===== config.mk =====
export PLATFORM = sky130hd
export DESIGN_NAME = mem_ctrl
export DESIGN_NICKNAME = d
export VERILOG_FILES = /design/src/rtl/mem_ctrl.sv
export SDC_FILE = /design/constraint.sdc
export NUM_CORES = 1
export LEC_CHECK = 0
export BUFFER_PORTS_ARGS = -buffer_cell sky130_fd_sc_hd__buf_2
export CORE_ASPECT_RATIO = 2
export CORE_MARGIN = 2
export CORE_UTILIZATION = 52
export DETAILED_ROUTE_END_ITERATION = 10
export PLACE_DENSITY = 0.94
export SLEW_MARGIN = 20
export SYNTH_ARGS = -nofsm -noshare
export SYNTH_HDL_FRONTEND = slang
export SYNTH_SLANG_ARGS = --single-unit

===== constraint.sdc =====
create_clock -name clk -period 3.7 [get_ports clk]
set_input_delay 0.74 -clock clk [delete_from_list [all_inputs] [get_ports clk]]
set_output_delay 0.74 -clock clk [all_outputs]
set_load 0.1 [all_outputs]

===== src/rtl/mem_ctrl.sv =====
// mem_ctrl: load/store unit between the MEM pipeline stage and a simple
// request/acknowledge bus.
//
// An aligned access is registered, presented on the bus with lane enables and
// replicated store data, and completed on bus_ack_i or when the wait counter
// expires. A misaligned or illegal-size access never reaches the bus. It only
// raises a one-cycle exc_o.
//
// Ports
//   clk, rst          clock, synchronous active-high reset
//   req_i, we_i       access request, store(1)/load(0)
//   size_i, sign_i    00 byte, 01 half, 10 word, 11 illegal; load sign-extend
//   addr_i, wdata_i   byte address, right-justified store data
//   stall_o           pipeline freeze request
//   done_o, rdata_o   completion pulse, extended load data (0 for stores)
//   exc_o, berr_o     misalignment pulse, bus timeout pulse (with done_o)
//   bus_*             request, write strobe, word address, lane enables,
//                     write data, acknowledge, read data
//
// state | meaning
// ------+-----------------------------------------------------------
// IDLE  | waiting for req_i; misaligned requests raise exc_o here
// BUSY  | bus_req_o held with constant address/lanes/data until ack
// DONE  | one-cycle completion (done_o, optional berr_o); req_i ignored
module mem_ctrl #(
  parameter int TIMEOUT = 16
) (
  input  logic        clk,
  input  logic        rst,
  input  logic        req_i,
  input  logic        we_i,
  input  logic [1:0]  size_i,
  input  logic        sign_i,
  input  logic [31:0] addr_i,
  input  logic [31:0] wdata_i,
  output logic        stall_o,
  output logic        done_o,
  output logic [31:0] rdata_o,
  output logic        exc_o,
  output logic        berr_o,
  output logic        bus_req_o,
  output logic        bus_we_o,
  output logic [31:0] bus_addr_o,
  output logic [3:0]  bus_sel_o,
  output logic [31:0] bus_wdata_o,
  input  logic        bus_ack_i,
  input  logic [31:0] bus_rdata_i
);

  typedef enum logic [1:0] {
    IDLE = 2'd0,
    BUSY = 2'd1,
    DONE = 2'd2
  } state_t;

  localparam logic [7:0] WAIT_LAST = 8'(TIMEOUT - 1);

  state_t      state;
  state_t      state_nxt;

  logic        we_q;
  logic [1:0]  size_q;
  logic        sign_q;
  logic [1:0]  addr_lo_q;
  logic [31:0] bus_addr_q;
  logic [3:0]  bus_sel_q;
  logic [31:0] bus_wdata_q;
  logic [31:0] rdata_q;
  logic        exc_q;
  logic        berr_q;
  logic [7:0]  wait_cnt;

  logic        misaligned;
  logic        accept;
  logic        ack_hit;
  logic        tmo_hit;
  logic [3:0]  lane_sel;
  logic [31:0] lane_wdata;
  logic [31:0] shifted;
  logic [31:0] load_data;

  always_comb begin
    misaligned = 1'b0;
    case (size_i)
      2'b00:   misaligned = 1'b0;
      2'b01:   misaligned = addr_i[0];
      2'b10:   misaligned = (addr_i[1:0] != 2'b00);
      default: misaligned = 1'b1;
    endcase
  end

  // Lane enables and replicated store data are formed from the live inputs so
  // they can be captured in the same edge that accepts the request.
  always_comb begin
    lane_sel   = 4'b1111;
    lane_wdata = wdata_i;
    case (size_i)
      2'b00: begin
        lane_sel   = 4'b0001 << addr_i[1:0];
        lane_wdata = {4{wdata_i[7:0]}};
      end
      2'b01: begin
        lane_sel   = addr_i[1] ? 4'b1100 : 4'b0011;
        lane_wdata = {2{wdata_i[15:0]}};
      end
      default: ;
    endcase
  end

  always_comb begin
    shifted   = bus_rdata_i >> {addr_lo_q, 3'b000};
    load_data = shifted;
    case (size_q)
      2'b00:   load_data = {{24{sign_q & shifted[7]}},  shifted[7:0]};
      2'b01:   load_data = {{16{sign_q & shifted[15]}}, shifted[15:0]};
      default: load_data = shifted;
    endcase
  end

  assign accept  = (state == IDLE) && req_i && !misaligned;
  assign ack_hit = (state == BUSY) && bus_ack_i;
  // An ack in the final wait cycle takes priority over the timeout.
  assign tmo_hit = (state == BUSY) && !bus_ack_i && (wait_cnt == WAIT_LAST);

  always_comb begin
    state_nxt = state;
    case (state)
      IDLE:    if (accept) state_nxt = BUSY;
      BUSY:    if (ack_hit || tmo_hit) state_nxt = DONE;
      DONE:    state_nxt = IDLE;
      default: state_nxt = IDLE;
    endcase
  end

  always_ff @(posedge clk) begin
    if (rst) begin
      state       <= IDLE;
      we_q        <= 1'b0;
      size_q      <= 2'b00;
      sign_q      <= 1'b0;
      addr_lo_q   <= 2'b00;
      bus_addr_q  <= 32'h0;
      bus_sel_q   <= 4'h0;
      bus_wdata_q <= 32'h0;
      rdata_q     <= 32'h0;
      exc_q       <= 1'b0;
      berr_q      <= 1'b0;
      wait_cnt    <= 8'h0;
    end else begin
      state  <= state_nxt;
      exc_q  <= (state == IDLE) && req_i && misaligned;
      berr_q <= tmo_hit;

      if (accept) begin
        we_q        <= we_i;
        size_q      <= size_i;
        sign_q      <= sign_i;
        addr_lo_q   <= addr_i[1:0];
        bus_addr_q  <= {addr_i[31:2], 2'b00};
        bus_sel_q   <= lane_sel;
        bus_wdata_q <= lane_wdata;
        wait_cnt    <= 8'h0;
      end else if ((state == BUSY) && !bus_ack_i && !tmo_hit) begin
        wait_cnt <= wait_cnt + 8'h1;
      end

      if (ack_hit) begin
        rdata_q <= we_q ? 32'h0 : load_data;
      end else if (tmo_hit) begin
        rdata_q <= 32'h0;
      end
    end
  end

  // Gated by rst so a request presented during reset cannot freeze the pipe.
  assign stall_o     = !rst && (accept || (state == BUSY));
  assign done_o      = (state == DONE);
  assign rdata_o     = rdata_q;
  assign exc_o       = exc_q;
  assign berr_o      = berr_q;
  assign bus_req_o   = (state == BUSY);
  assign bus_we_o    = (state == BUSY) && we_q;
  assign bus_addr_o  = bus_addr_q;
  assign bus_sel_o   = bus_sel_q;
  assign bus_wdata_o = bus_wdata_q;

endmodule


[Word-level counts from Yosys, hierarchy flattened]
Index checks and enable logic that the tools add are counted.
Storage, ports and cells
  flip-flop bits (word level): 116
  input port bits: 104
  logic and storage cells: 58
Operators by class
  $add $sub $neg: 1
  equal/unequal tests: 8
  shift operators: 2
  muxes and demuxes: 11
  bitwise logic cells: 2
  reduce and logical (&&, ||, !) cells: 22
Operator list (number)
  case mux 32 bit (2 select lines): 2
  two-way mux 32 bit: 3
  >> shifter 32 x 5 -> 32 bit: 1
  logical AND 1 bit: 9
  adder 8 x 1 -> 8 bit (second input constant): 1
  == test 8 x 4 -> 1 bit (second input constant): 1
  case mux 4 bit (2 select lines): 1
  == test 2 x 1 -> 1 bit (second input constant): 3
  logical NOT 2 bit: 3
  == test 2 bit (second input constant): 2
  logical NOT 1 bit: 4
  two-way mux 2 bit: 2
  two-way mux 4 bit: 1
  case mux 2 bit (2 select lines): 1
  nonzero test 2 bit: 2
  left shift 1 x 2 -> 4 bit (first input constant): 1
  case mux 1 bit (3 select lines): 1
  bitwise AND 1 bit: 2
  logical OR 1 bit: 2
  inequality test 2 x 1 -> 1 bit (second input constant): 1
  inequality test 2 bit (second input constant): 1
  AND reduction 2 bit: 1
  OR reduction 2 bit: 1

[Longest topological paths before layout]
Gate-level depths: netlist of the first run.
  word-level depth: 6
  mapped depth: 7
  mapped depth without buffers: 5

[Least setup slack after synthesis of the first run]
Ideal clock, no wire load.
  kind: input -> output
  start: in req_i
  end: out stall_o
  arrival: 2.986 ns
  slack: -0.026 ns
  cell stages on the path: 4
  path buffers: 1
  cell sequence: or3b_1 o21bai_1 clkbuf_1 a21oi_1
Between the ends
  cells in the longest elaborated chain, start to end: 4
RTL lines
  start: declaration: line 30  | input logic req_i,
  logical AND 1 bit (2 in series): line 120  | assign accept = (state == IDLE) && req_i && !misaligned;
  logical OR 1 bit: line 176  | assign stall_o = !rst && (accept || (state == BUSY));
  logical AND 1 bit: line 176
  end: declaration: line 36  | output logic stall_o,
Every way passes these cells.

[Final worst setup path of the first run]
  start: in size_i[0]
  end: out stall_o
Between the ends
  cells in the longest elaborated chain, start to end: 6
  elaborated cells on any way between the ends: 8
  those cells by class: eq/ne (2); mux (1); reduce/logical (5)
RTL lines
  start: declaration: line 32  | input logic [1:0] size_i,
  == test 2 bit (tied with other cells): line 84  | case (size_i)
  case mux 1 bit (3 select lines) (*): line 84
  logical NOT 1 bit (*): line 120
  logical AND 1 bit (*): line 120
  logical OR 1 bit (*): line 176
  logical AND 1 bit (*): line 176
Mark *: on every way between the ends. The rest lies on a longest branch, timed or not.

==> results of run 1 <==
[kinds of logic (layout without fill, tap and decap cells)]
kind of cell,Yosys count,count (layout)
flops,116,116
compound gates,165,165
xor+xnor,5,5
other cells,1,2
mux,46,46
fa+ha+maj,1,1
buf+inv,53,254
simple gates,198,198
[per-layer routing]
layer	vias up	share of wire	wire [um]
met4	0	0.051	779
met2	238	0.53	8190
li1	2446	-	-
met3	47	0.071	1080
met1	2379	0.34	5260
met5	-	0	0
[registers in the layout, indices dropped and copies added (netlist names)]
signal,count
addr_lo_q,2
wait_cnt,8
size_q,2
exc_o,1
bus_wdata_o,32
rdata_o,32
we_q,1
state,2
bus_sel_o,4
bus_addr_o,30
sign_q,1
berr_o,1
[how the worst max path moves through the flow]
| stage | endpoint | slack [ns] |
|---|---|---|
| final | stall_o | 0.72 |
| after global routing | stall_o | 0.67 |
| after CTS | stall_o | 0.73 |
| after detailed placement | stall_o | 0.73 |
| after global placement | stall_o | 0.77 |
| after floorplan | stall_o | 0.59 |
[where the power goes]
group | switching (mW) | internal, mW
Combinational | 0.589 | 0.164
Clock | 0.578 | 1.35
Sequential | 0.0330 | 1.30
[per-stage QoR]
stage | utilization | instances
after floorplan | - | 586
after global placement | 0.638 | 887
after detailed placement | 0.638 | 887
after CTS | 0.710 | 919
after global routing | 0.710 | 919
final | 0.710 | 919
[Yosys cell counts (all sizes together)]
cell / n / area (um^2)
or3b: 2 / 17.5
a311oi: 12 / 105
dfxtp: 116 / 2320
xor2: 2 / 17.5
and3: 2 / 12.5
a2111oi: 1 / 8.76
conb: 1 / 3.75
o21a: 8 / 67.6
nand4b: 1 / 15.0
clkinv: 1 / 3.75
and2: 2 / 12.5
a211o: 8 / 70.1
a211oi: 9 / 67.6
nand3: 4 / 20.0
ha: 1 / 12.5
mux2: 8 / 90.1
and4bb: 1 / 12.5
buf: 28 / 164
nand2b: 2 / 12.5
nor2: 40 / 150
o211ai: 15 / 113
nor2b: 1 / 6.26
clkbuf: 20 / 75.1
o21ba: 1 / 10.0
o21bai: 2 / 15.0
nor3b: 1 / 7.51
nand2: 125 / 469
nor3: 4 / 20.0
a22o: 8 / 70.1
and4: 1 / 8.76
a21o: 1 / 7.51
nor4bb: 1 / 10.0
a21oi: 65 / 337
nor4: 3 / 33.8
mux2i: 37 / 370
inv: 4 / 15.0
o2111a: 1 / 12.5
mux4: 1 / 22.5
o21ai: 26 / 130
a221o: 8 / 80.1
nand3b: 8 / 60.1
xnor2: 3 / 26.3
[critical path: stages]
cell      delay [ns]
buf_2           0.26
nor3_1          0.49
o21bai_4        0.14
a21oi_2         0.17
buf_2           0.44
[layout make-up]
cell class	instances	area (um^2)
fillers	705	2790
multi-input cells	417	2530
flip-flops and latches	116	2320
repair buffers	217	1110
clock buffers	18	439
clock inverters	14	255
well taps	132	165
inverters	5	18.8
==> run_results.csv, run 1 <==
group,metric,value,unit
global_routing,grt_pass1_vias,4907,
placed_design,place_ws,0.732,ns
timing,slew_viol_final,0,
timing,setup_viol,0,
global_routing,top_usage_layer,"met2",
placed_design,dp_hpwl,11300,um
timing,fin_crit_sh,0.806,
run_status,outcome,"completed",
timing,fin_skew,0.00910,ns
placed_design,gp_congestion,0.894,
routing,drtAntennaViolNets,0,
die,core.rowCount,51,
routing,vias_per_cell,5.56,
yosys,avgSynthCellArea,8.69,um^2
global_routing,grt_overflow,0,
clock_tree,post_cts_resized,0,
clock_tree,path_clk_slew,0.05,ns
cells_and_area,layout-drive-gt1-share,0.339,
worst_hold_path,holdPathEnd,"bus_addr_o[2]$_SDFFE_PP0P_",
placed_design,io_buffers,207,
yosys,synth_mux_area_frac,0.0950,
yosys,synthAdderAreaFrac,0.00246,
routing,drtPass1Iterations,8,
routing,wl_per_cell,16.7,um
worst_setup_path,r2r_start,"state[1]$_SDFFE_PP0P_",
worst_hold_path,holdPathStages,2,
cells_and_area,final_area,0.00684,mm^2
yosys,syn_area,0.00508,mm^2
worst_setup_path,critPathArrivalTime,2.24,ns
clock_tree,clock_latency,0.41,ns
global_routing,grt_pass1_wl,23300,um
die,num_io_pins,210,
clock_tree,root_buffer,"clkbuf_16",
worst_setup_path,startpoint_type,"input pin",
worst_setup_path,end_kind,"output port",
routing,wirelength,15300,um
worst_setup_path,criticalPathCategory,"in2out",
clock_tree,ctsLongestPathBuffers,2,
timing,worstMarginPinSlew,0.696,ns
timing,period_needed,2.98,ns
clock_tree,cts_setup_buffers,0,
yosys,ys_seq_area_frac,0.457,
yosys,synth_xor_area_frac,0.00861,
worst_setup_path,critPathRequiredTime,2.96,ns
run,maxCapViolCount,0,
yosys,synth-compound-area-share,0.215,
clock_tree,htreeDepth,4,
die,start_util,0.528,
die,die_h,144,um
yosys,syn_inst,585,
worst_hold_path,min-delay-path-class,"reg2reg",
die,core_area,0.00964,mm^2
timing,setup_ws,0.719,ns
clock_tree,cts_buffers,17,
global_routing,grt_max_degree,63,
power,power.density,587,mW/mm^2
yosys,yosysUniqueCellTypes,49,
global_routing,antenna_found_initial,0,
worst_hold_path,min_from,"bus_addr_o[2]$_SDFFE_PP0P_",
die,die_w,73.9,um
yosys,synth-seq-cells,116,
global_routing,grt_util_met1,0.276,
cells_and_area,diodes,0,
worst_setup_path,cp_max_fo,24,
cells_and_area,final_common_cell,"buf_2",
routing,drtIter0Drc,195,
worst_setup_path,rr_worst_depth,5,
yosys,yosys.area_share.simple,0.171,
power,p_leak,3.12,nW
clock_tree,holdBufCountCts,0,
timing,max_freq,0.335,GHz
yosys,synth_top_family_by_area,"compound AO/OA/AOI/OAI gates",
timing,slew_headroom,0.535,
worst_setup_path,regToRegSetupSlack,1.56,ns
worst_setup_path,critPathLaunch,"size_i[0]",
placed_design,placed_area,0.00615,mm^2
routing,drc,0,
cells_and_area,area_growth,34.5,%
routing,route.vias.total,5110,
timing,hold_viol,0,
cells_and_area,finalNetCount,879,
clock_tree,cts.sinks,116,
power,vdd_ir_drop_max,481,uV
global_routing,grt_util_met3,0.0835,
timing,final.setup.tns,0,ns
power,finalPower,4.02,mW
cells_and_area,final_cell_mix,"207 x buf_2, 125 x nand2_1, 116 x dfxtp_1",
yosys,yosysWarnings,0,
global_routing,met2_usage,0.518,
timing,hold_ws,0.450,ns
die,die_area,0.0106,mm^2
timing,rsz0062_at_grt,"false",
global_routing,grt.total_usage,0.289,
clock_tree,cts_tree,"built",
worst_setup_path,reg2reg_to,"bus_wdata_o[11]$_SDFFE_PP0P_",
(Power assumes the default switching activity.)
==> run 2: changes to the inputs <==
--- a/config.mk
+++ b/config.mk
@@ -5,12 +5,13 @@
 export SDC_FILE = /design/constraint.sdc
 export NUM_CORES = 1
 export LEC_CHECK = 0
+export ABC_AREA = 1
 export BUFFER_PORTS_ARGS = -buffer_cell sky130_fd_sc_hd__buf_2
 export CORE_ASPECT_RATIO = 2
 export CORE_MARGIN = 2
-export CORE_UTILIZATION = 52
+export CORE_UTILIZATION = 49
 export DETAILED_ROUTE_END_ITERATION = 10
-export PLACE_DENSITY = 0.94
+export PLACE_DENSITY = 0.88
 export SLEW_MARGIN = 20
 export SYNTH_ARGS = -nofsm -noshare
 export SYNTH_HDL_FRONTEND = slang
==> constraint.sdc (replaced) <==
create_clock -name clk -period 2.9 [get_ports clk]
set_input_delay 0.58 -clock clk [delete_from_list [all_inputs] [get_ports clk]]
set_output_delay 0.58 -clock clk [all_outputs]
set_load 0.1 [all_outputs]
==> run 2 against run 1 <==
  * Setup slack got worse by 0.066 ns
  * Sequential power rose by 26%
  * Combinational power is 21% higher
  * Area after synthesis is 4.6% higher
  * Synthesized cell count increased by 34%
  * Die area grew 10%
  * Global-route usage down 3.2 points
  * Critical path depth increased by 2
  * Sequential share of layout area down 0.43 points
  * Core utilization down 5.3 points
  * Sequential cell count unchanged
  * Worst hold slack got worse by 0.084 ns
  * Highest routed layer unchanged
==> run_results.csv, run 2 <==
group,metric,value,unit
global_routing,antenna_found_initial,0,
power,clockPowerShare,0.438,
die,core.rowCount,53,
routing,wirelength,15100,um
yosys,synthFlopType,"dfxtp_1",
timing,hold_viol,0,
worst_setup_path,critPathRequiredTime,2.32,ns
yosys,ys_seq_area_frac,0.437,
power,p_switching,1.53,mW
worst_hold_path,holdPathStages,3,
timing,max_freq,0.445,GHz
routing,drc,0,
cells_and_area,layout-drive-gt1-share,0.281,
timing,setup_ws,0.653,ns
routing,drtIter0Drc,242,
yosys,synth-async-reset-ratio,0,
routing,vias_per_cell,5.05,
cells_and_area,area_growth,30.3,%
yosys,yosysMostFrequentCell,"nand2_1",
timing,setup_viol,0,
worst_setup_path,slowest_stage,"a21oi_2",
run_status,outcome,"completed",
clock_tree,root_buffer,"clkbuf_16",
yosys,syn_inst,783,
timing,rsz0062_at_grt,"false",
run,maxCapViolCount,0,
die,core_area,0.0105,mm^2
power,power_frac_seq,0.365,
worst_setup_path,cpLargestDelayFamily,"buffers and inverters",
global_routing,grt_pass1_wl,24100,um
placed_design,io_buffers,207,
cells_and_area,final_common_cell,"nand2_1",
worst_setup_path,critPathArrivalTime,1.67,ns
clock_tree,post_cts_resized,0,
die,start_util,0.504,
timing,slew_viol_final,0,
yosys,syn_area,0.00532,mm^2
placed_design,gp_congestion,0.891,
timing,period_needed,2.25,ns
yosys,yosys.area.top_type_share,0.437,
global_routing,grt.total_usage,0.257,
clock_tree,cts.sinks,116,
routing,drtPass1Iterations,5,
global_routing,grt_overflow,0,
clock_tree,htreeDepth,4,
die,die_h,151,um
cells_and_area,finalNetCount,1079,
yosys,synth_edf_count,0,
power,p_leak,3.61,nW
yosys,synthTopCellsByArea,"dfxtp_1 44%, nand2_1 26%, a21oi_1 5.9%, nand3_1 5.5%, inv_1 2.3%",
die,die_w,77.7,um
placed_design,dp_hpwl,11400,um
worst_setup_path,rr_worst_depth,8,
die,num_io_pins,210,
cells_and_area,final_cell_mix,"371 x nand2_1, 206 x buf_2, 116 x dfxtp_1",
clock_tree,cts_setup_buffers,0,
routing,wl_per_cell,13.4,um
worst_setup_path,cp_max_fo,18,
clock_tree,path_clk_slew,0.06,ns
timing,fin_crit_sh,0.775,
worst_setup_path,end_kind,"output port",
routing,route.vias.total,5673,
worst_setup_path,crit_chain,"buf_2 > inv_2 > nand2_1 > o21ai_2 > nand2_4 > a21oi_2 > buf_12",
clock_tree,holdBufCountCts,0,
cells_and_area,instances_no_fill,1124,
worst_setup_path,criticalPathCategory,"in2out",
timing,fin_skew,0.00601,ns
power,finalPower,4.64,mW
timing,final.setup.tns,0,ns
die,die_area,0.0117,mm^2
power,vdd_ir_drop_max,561,uV
worst_hold_path,min-delay-path-class,"in2reg",
power,power.density,670,mW/mm^2
power,comb_power_share,0.197,
routing,drtAntennaViolNets,0,
worst_setup_path,crit_path_max_incr_delay,0.23,ns
yosys,yosysUniqueCellTypes,32,
power,internal_power,3.11,mW
power,swShare,0.330,
worst_setup_path,cp_num_cells,7,
worst_setup_path,path_buf_inv,3,
placed_design,place_ws,0.644,ns
yosys,synth-seq-cells,116,
global_routing,grt_max_degree,56,
clock_tree,cts_tree,"built",
yosys,synthTopCellsByCount,"371 x nand2_1, 116 x dfxtp_1, 63 x a21oi_1",
clock_tree,clock_latency,0.40,ns
yosys,avgSynthCellArea,6.79,um^2
cells_and_area,diodes,0,
timing,worstMarginPinSlew,0.738,ns
global_routing,grt_pass1_vias,5282,
clock_tree,ctsLongestPathBuffers,2,
worst_setup_path,startpoint_type,"input pin",
timing,slew_headroom,0.508,
placed_design,dp.cells,1092,
clock_tree,cts_buffers,17,
yosys,yosysTopAreaCell,"dfxtp_1",
yosys,yosysWarnings,0,
-- run 2: layout make-up --
type                            count  area [um^2]
Tap cell                          137          171
Fill cell                         970         3610
Clock buffer                       17          425
Sequential cell                   116         2320
Timing Repair Buffer              215         1110
Inverter                           44          168
Clock inverter                     15          159
Multi-Input combinational cell    580         2570
-- run 2: cell families after synthesis --
| group | synth area share |
|---|---|
| buffers and inverters | 0.0812 |
| other | 0.000705 |
| AOI/OAI and AO/OA | 0.113 |
| DFF | 0.437 |
| xor gates and xnor gates | 0.00494 |
| adders and majority gates | 0.00235 |
| and+or+nand+nor | 0.361 |
-- run 2: through the flow --
| step | util | hold slack, ns | area (um^2) |
|---|---|---|---|
| floorplan | - | 0.458 | 5330 |
| global placement | 0.602 | 0.423 | 6340 |
| detailed placement | 0.602 | 0.427 | 6340 |
| CTS | 0.657 | 0.349 | 6930 |
| global route | 0.657 | 0.359 | 6930 |
| finish | 0.657 | 0.366 | 6930 |
-- run 2: power groups by stage --
stage	Combinational (mW)	Clock [mW]	Sequential [mW]
2_1_floorplan	0.302	0	2.14
3_3_place_gp	0.908	0	1.72
3_5_place_dp	0.916	0	1.73
4_1_cts	0.917	2.07	1.69
5_1_grt	0.974	2.14	1.70
6_report	0.916	2.03	1.69
-- run 2: tightest hold or removal path, cell delays in order --
cell and delay [ns]:
buf_2 0.07, nand2_1 0.04, nand2_1 0.05
-- run 2: routing by layer --
metal | global-route usage | wire length (um)
met1 | 0.257 | 5250
met2 | 0.475 | 8230
met3 | 0.0548 | 885
met4 | 0.161 | 714
met5 | 0 | 0
-- run 2: worst paths after layout --
path                                from                           to  slack, ns
max reg2reg    addr_lo_q[0]$_SDFFE_PP0P_     rdata_o[17]$_SDFFE_PP0P_       1.01
min reg2reg  bus_addr_o[28]$_SDFFE_PP0P_  bus_addr_o[28]$_SDFFE_PP0P_       0.44
max                            size_i[0]                      stall_o       0.65
min                           addr_i[18]  bus_addr_o[18]$_SDFFE_PP0P_       0.37
